==> src/rtl/nwc_ctrl_pkg.sv <==
// Shared definitions for the twiddle-factor sequencing control.
// Holds the controller state encoding and the stage/depth counter widths.
package nwc_ctrl_pkg;

  localparam int STAGE_W = 3;
  localparam int DEPTH_W = 3;

  typedef enum logic [2:0] {
    ST_IDLE  = 3'd0,
    ST_LOAD  = 3'd1,
    ST_RUN   = 3'd2,
    ST_DRAIN = 3'd3,
    ST_DONE  = 3'd4
  } state_t;

endpackage

==> src/rtl/tf_valid_pipe.sv <==
// Fixed-latency delay line for the twiddle read strobe.
// Ports:
//   clk     - clock
//   clr     - synchronous clear of every stage
//   din     - read strobe entering the pipe
//   dout    - read strobe delayed by LAT cycles
//   pending - a read is still travelling in a stage behind the output stage
module tf_valid_pipe #(
  parameter int LAT = 2
) (
  input  logic clk,
  input  logic clr,
  input  logic din,
  output logic dout,
  output logic pending
);

  logic [LAT-1:0] shift_q;
  logic [LAT-1:0] shift_d;

  generate
    if (LAT == 1) begin : g_one
      always_comb shift_d = din;
      // Single stage: the only stage is the output, nothing behind it.
      assign pending = 1'b0;
    end else begin : g_multi
      always_comb shift_d = {shift_q[LAT-2:0], din};
      // The output stage is excluded so a drain ends on the cycle the last
      // read is being presented, giving a drain length of exactly LAT.
      assign pending = |shift_q[LAT-2:0];
    end
  endgenerate

  always_ff @(posedge clk) begin
    if (clr) begin
      shift_q <= '0;
    end else begin
      shift_q <= shift_d;
    end
  end

  assign dout = shift_q[LAT-1];

endmodule

==> src/rtl/tf_seq_ctrl.sv <==
// Sequencer for one full transform: loads TF_gen, walks stages l=0..last_l
// with depth_m1+1 twiddle reads per stage, drains the TF_gen latency, then
// pulses done.
// Ports:
//   clk, rst            - clock, synchronous active-high reset
//   start               - request a sequence (only honoured in IDLE)
//   last_l, depth_m1    - final stage index, iterations per stage minus one
//   k2_en               - final stage uses the radix-k2 path
//   dp_ready            - datapath can accept a twiddle set this cycle
//   TF_wen, TF_ren      - TF_gen register load pulse, twiddle read strobe
//   it_depth_cnt, l     - current iteration and stage
//   LAST_STAGE          - final radix-k2 stage active
//   tf_valid            - TF_ren delayed by TF_LAT
//   busy, done          - not idle, one-cycle completion pulse
//   dbg_state           - current controller state
// Handshake: in RUN a read transfers on every cycle where dp_ready is high;
// TF_ren mirrors dp_ready there and counters move only on those cycles, so
// a low dp_ready stalls without losing or repeating a read.
module tf_seq_ctrl
  import nwc_ctrl_pkg::*;
#(
  parameter int TF_LAT = 2
) (
  input  logic               clk,
  input  logic               rst,
  input  logic               start,
  input  logic [STAGE_W-1:0] last_l,
  input  logic [DEPTH_W-1:0] depth_m1,
  input  logic               k2_en,
  input  logic               dp_ready,
  output logic               TF_wen,
  output logic               TF_ren,
  output logic [DEPTH_W-1:0] it_depth_cnt,
  output logic [STAGE_W-1:0] l,
  output logic               LAST_STAGE,
  output logic               tf_valid,
  output logic               busy,
  output logic               done,
  output logic [2:0]         dbg_state
);

  state_t             state_q, state_d;
  logic [STAGE_W-1:0] l_q, l_d;
  logic [DEPTH_W-1:0] cnt_q, cnt_d;
  logic [STAGE_W-1:0] cfg_last_q, cfg_last_d;
  logic [DEPTH_W-1:0] cfg_depth_q, cfg_depth_d;
  logic               cfg_k2_q, cfg_k2_d;
  logic               drain_pending;

  always_comb begin
    state_d     = state_q;
    l_d         = l_q;
    cnt_d       = cnt_q;
    cfg_last_d  = cfg_last_q;
    cfg_depth_d = cfg_depth_q;
    cfg_k2_d    = cfg_k2_q;
    TF_wen      = 1'b0;
    TF_ren      = 1'b0;
    done        = 1'b0;
    case (state_q)
      ST_IDLE: begin
        l_d   = '0;
        cnt_d = '0;
        if (start) begin
          // Configuration is frozen here for the whole sequence.
          cfg_last_d  = last_l;
          cfg_depth_d = depth_m1;
          cfg_k2_d    = k2_en;
          state_d     = ST_LOAD;
        end
      end
      ST_LOAD: begin
        TF_wen  = 1'b1;
        l_d     = '0;
        cnt_d   = '0;
        state_d = ST_RUN;
      end
      ST_RUN: begin
        TF_ren = dp_ready;
        if (dp_ready) begin
          if (cnt_q < cfg_depth_q) begin
            cnt_d = cnt_q + 1'b1;
          end else if (l_q < cfg_last_q) begin
            cnt_d = '0;
            l_d   = l_q + 1'b1;
          end else begin
            // Final read: counters keep their last values through DRAIN.
            state_d = ST_DRAIN;
          end
        end
      end
      ST_DRAIN: begin
        if (!drain_pending) begin
          state_d = ST_DONE;
        end
      end
      ST_DONE: begin
        done    = 1'b1;
        l_d     = '0;
        cnt_d   = '0;
        state_d = ST_IDLE;
      end
      default: begin
        state_d = ST_IDLE;
      end
    endcase
  end

  always_ff @(posedge clk) begin
    if (rst) begin
      state_q     <= ST_IDLE;
      l_q         <= '0;
      cnt_q       <= '0;
      cfg_last_q  <= '0;
      cfg_depth_q <= '0;
      cfg_k2_q    <= 1'b0;
    end else begin
      state_q     <= state_d;
      l_q         <= l_d;
      cnt_q       <= cnt_d;
      cfg_last_q  <= cfg_last_d;
      cfg_depth_q <= cfg_depth_d;
      cfg_k2_q    <= cfg_k2_d;
    end
  end

  tf_valid_pipe #(
    .LAT(TF_LAT)
  ) u_valid_pipe (
    .clk    (clk),
    .clr    (rst),
    .din    (TF_ren),
    .dout   (tf_valid),
    .pending(drain_pending)
  );

  assign it_depth_cnt = cnt_q;
  assign l            = l_q;
  assign busy         = (state_q != ST_IDLE);
  assign LAST_STAGE   = ((state_q == ST_RUN) || (state_q == ST_DRAIN)) &&
                        cfg_k2_q && (l_q == cfg_last_q);
  assign dbg_state    = state_q;

endmodule

==> config.mk <==
export PLATFORM = sky130hd
export DESIGN_NAME = tf_seq_ctrl
export DESIGN_NICKNAME = d
export VERILOG_FILES = /design/src/rtl/nwc_ctrl_pkg.sv /design/src/rtl/tf_valid_pipe.sv /design/src/rtl/tf_seq_ctrl.sv
export SDC_FILE = /design/constraint.sdc
export NUM_CORES = 1
export LEC_CHECK = 0
export ABC_CLOCK_PERIOD_IN_PS = 4000
export CAP_MARGIN = 30
export CORE_ASPECT_RATIO = 2
export CORE_MARGIN = 1.5
export CORE_UTILIZATION = 30
export CTS_CLUSTER_DIAMETER = 120
export DETAILED_ROUTE_END_ITERATION = 12
export DONT_BUFFER_PORTS = 1
export HOLD_SLACK_MARGIN = 0.05
export SETUP_SLACK_MARGIN = 0.4
export SLEW_MARGIN = 20
export SYNTH_ARGS = -nofsm -noshare
export SYNTH_HDL_FRONTEND = slang
export SYNTH_SLANG_ARGS = --single-unit
==> constraint.sdc <==
create_clock -name clk -period 4 [get_ports clk]
set_input_delay 0.6 -clock clk [delete_from_list [all_inputs] [get_ports clk]]
set_output_delay 0.6 -clock clk [all_outputs]
set_load 0.01 [all_outputs]
==> run metrics, run 1 <==
cell family with most CP delay simple AND/OR/NAND/NOR gates; Worst Hold Class in -> reg; HPWL after DPL 1620 µm; Detail Route Antenna Nets 0; P_leak 0.000402 µW; Multi-input gate area 549 µm²; final hold vios 0; # Max-Cap Violations 0; core area 0.00312 mm²; WHS Path Cells 1; total grt overflow 0; TNS Setup 0 ns; Final #Nets 132; GPL Wtd Cong 0.762; largest net degree at the start of global routing 20; Distinct cells, synth 35; type of origin of the critical path flop; Initial Utilization 31.1%; layout cells sized above 1 13.4%; status complete, no violations; Port Buffers 0; first-pass GRT wire length 3520 µm; Ports 26; endpoints failing setup 0; crit path cell chain nand2b_1 > or2_2 > inv_1; Total Routing Usage GR 12.6%; CP bufs+invs 1; Reg area 360 µm²; DIE HEIGHT 83.5 µm; Mean Syn Cell Area 8.52 µm²; Place WS 2.15 ns; DR pass1 iterations 3; setup repair after global routing missed its margin false; synth-to-layout area growth 4.64%; R2R depth 6; placed cells 140; CTS clk-pin slew, worst paths 0.06 ns; Pins Over Slew Limit 0; CP Max Fanout 10; Worst Path Required 3.40 ns; synthesized instance count 114; Std-Cell Rows 29; final worst-path cycle share 51.5%; H-Tree Depth 1; Yosys warnings 0; worst setup margin 1.94 ns; cell count along the critical path 3; die area 0.00361 mm²; Root Driver clkbuf_8; top_reg_cell synth dfxtp_1; CP arrival 1.46 ns; ANT cells 0; Hold Slack 0.415 ns; DR vias 772; Crit path largest cell delay 0.48 ns; syn nets 132; Clk Latency, worst-skew pair 0.25 ns; post-CTS setup buffer count 0; post-DR vias/cell 5.40; Max-slew headroom 64.2%; Post-CTS Resized 0; vias in the first global route 787; Synth Cell Area 971 µm²; Iteration-0 DRC Markers 7; number of synthesized flops with an enable pin 0; CTS tree done; total clock sinks 18; Final Critical Period 2.06 ns; Final Non-Filler Cells 143; Filler cells 335; Tightest Pin Transition 0.536 ns; Peak VDD IR 0.156 mV; CP max-delay cell dfxtp_1; final WL 2100 µm; total CTS buffers 3; Worst setup EP type output pin; share of synthesized registers carrying an async set or reset 0%; pwr/cell area 379 mW/mm²; die width 43.2 µm; drt drc 0; sequential area share after synthesis 37.1%; initial antenna violation count 0; clock skew 0.00227 ns; register bit total from synthesis 18; Fmax achieved 0.486 GHz; wire per inst 14.7 µm; CTS Hold Bufs 0; CP Class reg -> out; CTS Buffer Depth 2
worst paths after layout:
| kind | from | endpoint | slack [ns] |
|---|---|---|---|
| worst max-delay path | dbg_state[2] | TF_ren | 1.94 |
| worst min-delay path | rst | u_valid_pipe.shift_q[1] | 0.41 |
| worst max register to register | it_depth_cnt[2] | it_depth_cnt[2] | 2.15 |
| worst min register to register | cfg_k2_q | cfg_k2_q | 0.50 |
worst reg2reg max path, cell delays in order (launching register included):
cell	delay, ns
dfxtp_1	0.43
ha_1	0.29
a21oi_2	0.17
o21a_2	0.19
o21ai_2	0.09
or4_1	0.46
o22ai_1	0.15
per-layer routing:
| layer | track usage [%] | vias to the layer above | wire length (µm) |
|---|---|---|---|
| met5 | 0 | - | 0 |
| met4 | 5.79 | 0 | 42 |
| met3 | 3.68 | 6 | 117 |
| met2 | 22.3 | 18 | 1150 |
| met1 | 13.0 | 356 | 787 |
| li1 | - | 392 | - |
synth_stat cells (2+ instances only):
master | count | area (µm²)
buf_6 | 2 | 22.5
a21oi_1 | 10 | 50.1
nand2b_1 | 3 | 18.8
nand3_1 | 6 | 30.0
ha_1 | 7 | 87.6
dfxtp_1 | 18 | 360
nor3_1 | 4 | 20.0
clkbuf_1 | 2 | 7.51
nor2_1 | 20 | 75.1
nor4_1 | 2 | 12.5
o21a_2 | 2 | 17.5
inv_1 | 7 | 26.3
mux2i_1 | 4 | 40.0
nand2_1 | 6 | 22.5
where the power goes:
part | switching, µW | internal, µW | total, µW
sequential | 10.1 | 188 | 198
combinational | 38.7 | 26.8 | 65.5
clock | 55.3 | 66.7 | 122
total | 104 | 281 | 386
area by class of cell:
cell class                 instances  area share, %
clock buffer                       3           4.06
inverter                           7           2.59
multi-input combinational         84           54.1
sequential                        18           35.5
tap                               31           3.82
cells in the final DEF, fill, tap and decap left out, drive strengths merged:
cell type	Yosys	final
a211oi	1	1
a21oi	11	11
a31o	1	1
a31oi	1	1
a41oi	1	1
and2	2	2
clkbuf	2	3
dfxtp	18	18
ha	7	7
inv	7	7
mux2i	4	4
nand2	6	6
nand2b	4	4
nand3	6	6
nand4b	1	1
nor2	22	22
nor2b	2	2
nor3	4	4
nor4	2	2
o21a	2	2
o21ai	2	2
o21bai	1	1
o22ai	1	1
or2	1	1
or3	1	1
or4	1	1
through the flow:
| stage | utilization (%) | total power, µW | area, µm² |
|---|---|---|---|
| 2_1_floorplan | - | 261 | 971 |
| 3_3_place_gp | 31.2 | 265 | 975 |
| 3_5_place_dp | 31.2 | 268 | 975 |
| 4_1_cts | 32.6 | 393 | 1020 |
| 5_1_grt | 32.6 | 408 | 1020 |
| 6_report | 32.6 | 386 | 1020 |
kinds of logic after synthesis:
family                   after synthesis  share of synthesized area (%)
buffers and inverters                 12                           6.31
multiplexers                           4                           4.12
AO/OA/AOI/OAI                         21                           13.9
adder cells (fa/ha/maj)                7                           9.02
AND/OR/NAND/NOR                       52                           29.5
flip-flops                            18                           37.1
registers in the layout, indices dropped and copies added, names as in the netlist:
name	cells
u_valid_pipe.shift_q	2
cfg_depth_q	3
l	3
it_depth_cnt	3
dbg_state	3
cfg_last_q	3
cfg_k2_q	1
Power figures use the tool's default switching activity.
==> run 2, diff against run 1 <==
--- a/config.mk
+++ b/config.mk
@@ -5,7 +5,7 @@
 export SDC_FILE = /design/constraint.sdc
 export NUM_CORES = 1
 export LEC_CHECK = 0
-export ABC_CLOCK_PERIOD_IN_PS = 4000
+export ABC_CLOCK_PERIOD_IN_PS = 1800
 export CAP_MARGIN = 30
 export CORE_ASPECT_RATIO = 2
 export CORE_MARGIN = 1.5
==> constraint.sdc (replaced) <==
create_clock -name clk -period 1.8 [get_ports clk]
set_input_delay 0.27 -clock clk [delete_from_list [all_inputs] [get_ports clk]]
set_output_delay 0.27 -clock clk [all_outputs]
set_load 0.01 [all_outputs]
==> run 2 against run 1 <==
Effect of this change:
- design area rose by 30%
- register-to-register slack worse by 2.0 ns
- cell count grew 7.7%
- routed wire length increased by 19%
- global-route usage grew 1.9 points
- sequential share of layout area fell by 6.4 points
- critical path depth up 3
- die area is the same
- power grew to 2.6 times the previous value
- first-iteration DRC count grew to 4.1 times the previous value
- clock power rose to 2.7 times the previous value
- setup slack worse by 1.8 ns
- critical endpoint is now it_depth_cnt[2]
==> run metrics, run 2 (same netlist as run 1, synthesis figures left out) <==
clock skew 0.00320 ns (+0.000935 ns); largest net degree at the start of global routing 20 (unchanged); Std-Cell Rows 29 (unchanged); layout cells sized above 1 48.0% (+35 points); Final Non-Filler Cells 154 (+7.7%); status complete, no violations; Clk Latency, worst-skew pair 0.25 ns (about the same); CTS tree done; CP Max Fanout 3 (-7); Detail Route Antenna Nets 0 (unchanged); Tightest Pin Transition 0.496 ns (-0.0394 ns); Reg area 385 µm² (+6.9%); R2R Setup Slk 0.17 ns (-1.98 ns); Peak VDD IR 0.466 mV (+200%); Worst setup EP type flop; total grt overflow 0 (unchanged); vias in the first global route 844 (+7.2%); leading cell type in the layout, fill and taps excluded nor2_1; CTS Buffer Depth 2 (unchanged); DIE HEIGHT 83.5 µm (unchanged); total CTS buffers 3 (unchanged); initial antenna violation count 0 (unchanged); Max-slew headroom 66.8% (+2.6 points); Final Util 42.4% (+9.9 points); Root Driver clkbuf_8; CTS Hold Bufs 0 (unchanged); DR pass1 iterations 4 (+1); Worst Path Required 1.98 ns (-1.42 ns); placed cells 143 (+2.1%); Pins Over Slew Limit 0 (unchanged); Area after DPL 0.00102 mm² (+4.7%); P_leak 0.000497 µW (+24%); synth-to-layout area growth 36.3%; endpoints failing setup 0 (unchanged); post-DR vias/cell 5.37 (-0.53%); Initial Utilization 31.1% (unchanged); GPL Wtd Cong 0.753 (-1.2%); drt drc 0 (unchanged); TNS Setup 0 ns (unchanged); Total Routing Usage GR 14.6% (+1.9 points); final hold vios 0 (unchanged); fin area 0.00132 mm² (+30%); commonest non-fill, non-tap cells in the layout nor2_1, dfxtp_1, a21oi_1; Iteration-0 DRC Markers 29 (+22); final WL 2490 µm (+19%); type of origin of the critical path flop; first-pass GRT wire length 3970 µm (+13%); Final #Nets 142 (+7.6%); ANT cells 0 (unchanged); Filler cells 300 (-10%); wire per inst 16.2 µm (+10%); total clock sinks 18 (unchanged); Fmax achieved 0.613 GHz; final worst-path cycle share 90.6%; HPWL after DPL 1690 µm (+4.9%); DR vias 827 (+7.1%); setup repair after global routing missed its margin true; H-Tree Depth 1 (unchanged); pwr/cell area 768 mW/mm² (+100%); die width 43.2 µm (unchanged); CP arrival 1.81 ns (+0.35 ns); Ports 26 (unchanged); CTS clk-pin slew, worst paths 0.07 ns (about the same); core area 0.00312 mm² (unchanged); Port Buffers 0 (unchanged); Worst Hold Class in -> reg; # Max-Cap Violations 0 (unchanged); Final Critical Period 1.63 ns; die area 0.00361 mm² (unchanged); Multi-input gate area 717 µm² (+31%); CP Class reg -> reg
## run 2: final timing paths
kind,start,to,cells past startpoint
min reg2reg,u_valid_pipe.shift_q[0],dbg_state[2],1
max reg2reg,it_depth_cnt[2],it_depth_cnt[2],6
max,it_depth_cnt[2],it_depth_cnt[2],6
min,rst,it_depth_cnt[1],1
## run 2: final cells by class
type / instances / share of cell area (%)
inverter: 7 / 2.17
timing repair buffer: 10 / 7.47
clock buffer: 4 / 4.16
tap: 31 / 2.93
sequential: 18 / 29.1
multi-input combinational: 84 / 54.2
## run 2: report_power, final
part | switching (µW) | total, µW | internal, µW
registers | 23.5 | 437 | 413
clock network | 139 | 333 | 194
logic | 123 | 247 | 123
## run 2: through the flow
| stage | hold slack, ns | power (µW) | worst slack, ns |
|---|---|---|---|
| 2_1_floorplan | 0.409 | 587 | 0.173 |
| 3_3_place_gp | 0.336 | 600 | 0.136 |
| 3_5_place_dp | 0.338 | 604 | 0.105 |
| 4_1_cts | 0.0686 | 990 | 0.203 |
| 5_1_grt | 0.0601 | 1060 | 0.119 |
| 6_report | 0.0668 | 1020 | 0.168 |
## run 2: critical path, stage by stage (launching register included)
cell and delay, ns:
dfxtp_2 0.34, ha_4 0.25, a21oi_4 0.17, o21a_4 0.18, o21ai_2 0.07, or4_1 0.41
o22ai_1 0.15
## run 2: what timing repair did
item | CTS | global route
buffers inserted | 5 | 2
endpoints found under the hold margin | 0 | 0
pin swaps | 19 | 8
gates resized for setup | 33 | 10
setup endpoints to repair | 17 | 17
## run 2: layer usage
layer	part of all wire, %	GRT usage, %	vias to the layer above
li1	-	-	409
met5	0	0	-
met1	34	14.8	389
met2	58	26.5	23
met3	5.2	2.60	6
met4	2.3	7.44	0
==> run 3, diff against run 2 <==
--- a/config.mk
+++ b/config.mk
@@ -14,6 +14,7 @@
 export DETAILED_ROUTE_END_ITERATION = 12
 export DONT_BUFFER_PORTS = 1
 export HOLD_SLACK_MARGIN = 0.05
+export PLACE_DENSITY = 0.51
 export SETUP_SLACK_MARGIN = 0.4
 export SLEW_MARGIN = 20
 export SYNTH_ARGS = -nofsm -noshare
==> run 3 against run 2 <==
Effect of this change:
- design area is 2.0% higher
- combinational power up 6%
- sequential cell count stayed put
- critical endpoint unchanged
- cell count is 1.3% higher
- highest routed layer unchanged
- worst hold slack got worse by 0.0070 ns
- first-iteration DRC count is 52% lower
- clock skew fell by 0.00072 ns
- non-clock buffer count is 2 higher
==> run metrics, run 3 (same netlist as run 1, synthesis figures left out) <==
status complete, no violations; Final Non-Filler Cells 156 (+1.3%); commonest non-fill, non-tap cells in the layout nor2_1, dfxtp_1, a21oi_1, dfxtp_4, nand3_1; Worst Path Required 1.99 ns (about the same); Hold Crit Start rst; leading cell type in the layout, fill and taps excluded nor2_1; R2R Setup Slk 0.19 ns (+0.02 ns); CTS Hold Bufs 0 (unchanged); pwr/cell area 773 mW/mm² (+0.67%); type of origin of the critical path flop; Final Critical Period 1.61 ns (-0.0242 ns); P_leak 0.000530 µW (+6.7%); GPL Wtd Cong 0.709 (-5.8%); Detail Route Antenna Nets 0 (unchanged); die area 0.00361 mm² (unchanged); Hold Slack 0.0598 ns (-0.00705 ns); largest net degree at the start of global routing 20 (unchanged); Tightest Pin Transition 0.487 ns (-0.00933 ns); Clk Latency, worst-skew pair 0.26 ns (about the same); Hold EP cfg_last_q[1]; endpoints failing setup 0 (unchanged); Max-slew headroom 67.4% (+0.62 points); drt drc 0 (unchanged); DR pass1 iterations 4 (unchanged); synth-to-layout area growth 39.0%; clock skew 0.00249 ns (-0.000717 ns); final WL 2350 µm (-5.6%); CTS clk-pin slew, worst paths 0.07 ns (about the same); DR vias 818 (-1.1%); final worst-path cycle share 89.3% (-1.3 points); core area 0.00312 mm² (unchanged); Port Buffers 0 (unchanged); # Max-Cap Violations 0 (unchanged); die width 43.2 µm (unchanged); Root Driver clkbuf_8; vias in the first global route 853 (+1.1%); worst reg2reg path startpoint l[2]; Ports 26 (unchanged); CTS tree done; CP arrival 1.80 ns (about the same); final hold vios 0 (unchanged); Total Routing Usage GR 13.8% (-0.76 points); total grt overflow 0 (unchanged); DIE HEIGHT 83.5 µm (unchanged); Iteration-0 DRC Markers 14 (-52%); wire per inst 15.1 µm (-6.8%); R2R depth 6 (unchanged); layout cells sized above 1 45.6% (-2.4 points); post-DR vias/cell 5.24 (-2.4%); H-Tree Depth 1 (unchanged); setup repair after global routing missed its margin true; fin area 0.00135 mm² (+2.0%); Peak VDD IR 0.393 mV (-16%); CTS Buffer Depth 2 (unchanged); Pins Over Slew Limit 0 (unchanged); TNS Setup 0 ns (unchanged); ANT cells 0 (unchanged); reg2reg end it_depth_cnt[2]; CP Class reg -> reg; Initial Utilization 31.1% (unchanged); Worst Hold Class in -> reg; placed cells 142 (-0.70%); Fmax achieved 0.622 GHz (+1.5%); Worst Setup SP l[2]; CP Max Fanout 4 (+1); Final #Nets 144 (+1.4%); total clock sinks 18 (unchanged); Area after DPL 0.00101 mm² (-0.74%); Worst setup EP type flop; first-pass GRT wire length 3770 µm (-5.0%); WHS Path Cells 1 (unchanged); total CTS buffers 3 (unchanged); HPWL after DPL 1610 µm (-5.1%); initial antenna violation count 0 (unchanged); Std-Cell Rows 29 (unchanged)
-- run 3: area by class of cell --
| cell class | instances | area (µm²) |
|---|---|---|
| Sequential cell | 18 | 387 |
| Clock buffer | 4 | 55.1 |
| Tap cell | 31 | 38.8 |
| Inverter | 7 | 28.8 |
| Multi-Input combinational cell | 84 | 698 |
| Fill cell | 310 | 1770 |
| Timing Repair Buffer | 12 | 143 |
-- run 3: metrics by stage --
step	utilization (%)	setup slack [ns]	power, µW
floorplan	-	0.173	587
global placement	32.5	0.122	597
detailed placement	32.5	0.0647	600
CTS	40.1	0.192	1020
global route	43.3	0.119	1100
finish	43.3	0.193	1040
-- run 3: worst max-delay path by stage --
stage	slack (ns)	endpoint	cells past startpoint
floorplan	0.17	it_depth_cnt[2]	7
global placement	0.12	it_depth_cnt[2]	7
detailed placement	0.06	it_depth_cnt[2]	7
CTS	0.19	dbg_state[0]	7
global route	0.12	it_depth_cnt[2]	6
finish	0.19	it_depth_cnt[2]	6
-- run 3: where the power goes --
group | switching [µW] | internal, µW
Sequential | 21.1 | 413
Combinational | 128 | 135
Clock | 151 | 195
-- run 3: what timing repair did --
action                     CTS  global route
cloned                       0             1
buffers inserted             7             2
pin swaps                   16            12
hold endpoints to repair     0             1
setup endpoints to repair   16            17
gates resized for setup     26            18
-- run 3: worst max-delay path: stages, from the launching register on --
cell,delay [ns]
dfxtp_4,0.37
ha_4,0.25
a21oi_2,0.13
o21a_4,0.16
o21ai_4,0.06
or4_1,0.40
o22ai_1,0.15
-- run 3: routing by layer --
layer,wire length [µm],track usage [%]
met1,895,14.7
met2,1290,24.2
met3,101,2.60
met4,62,7.44
met5,0,0
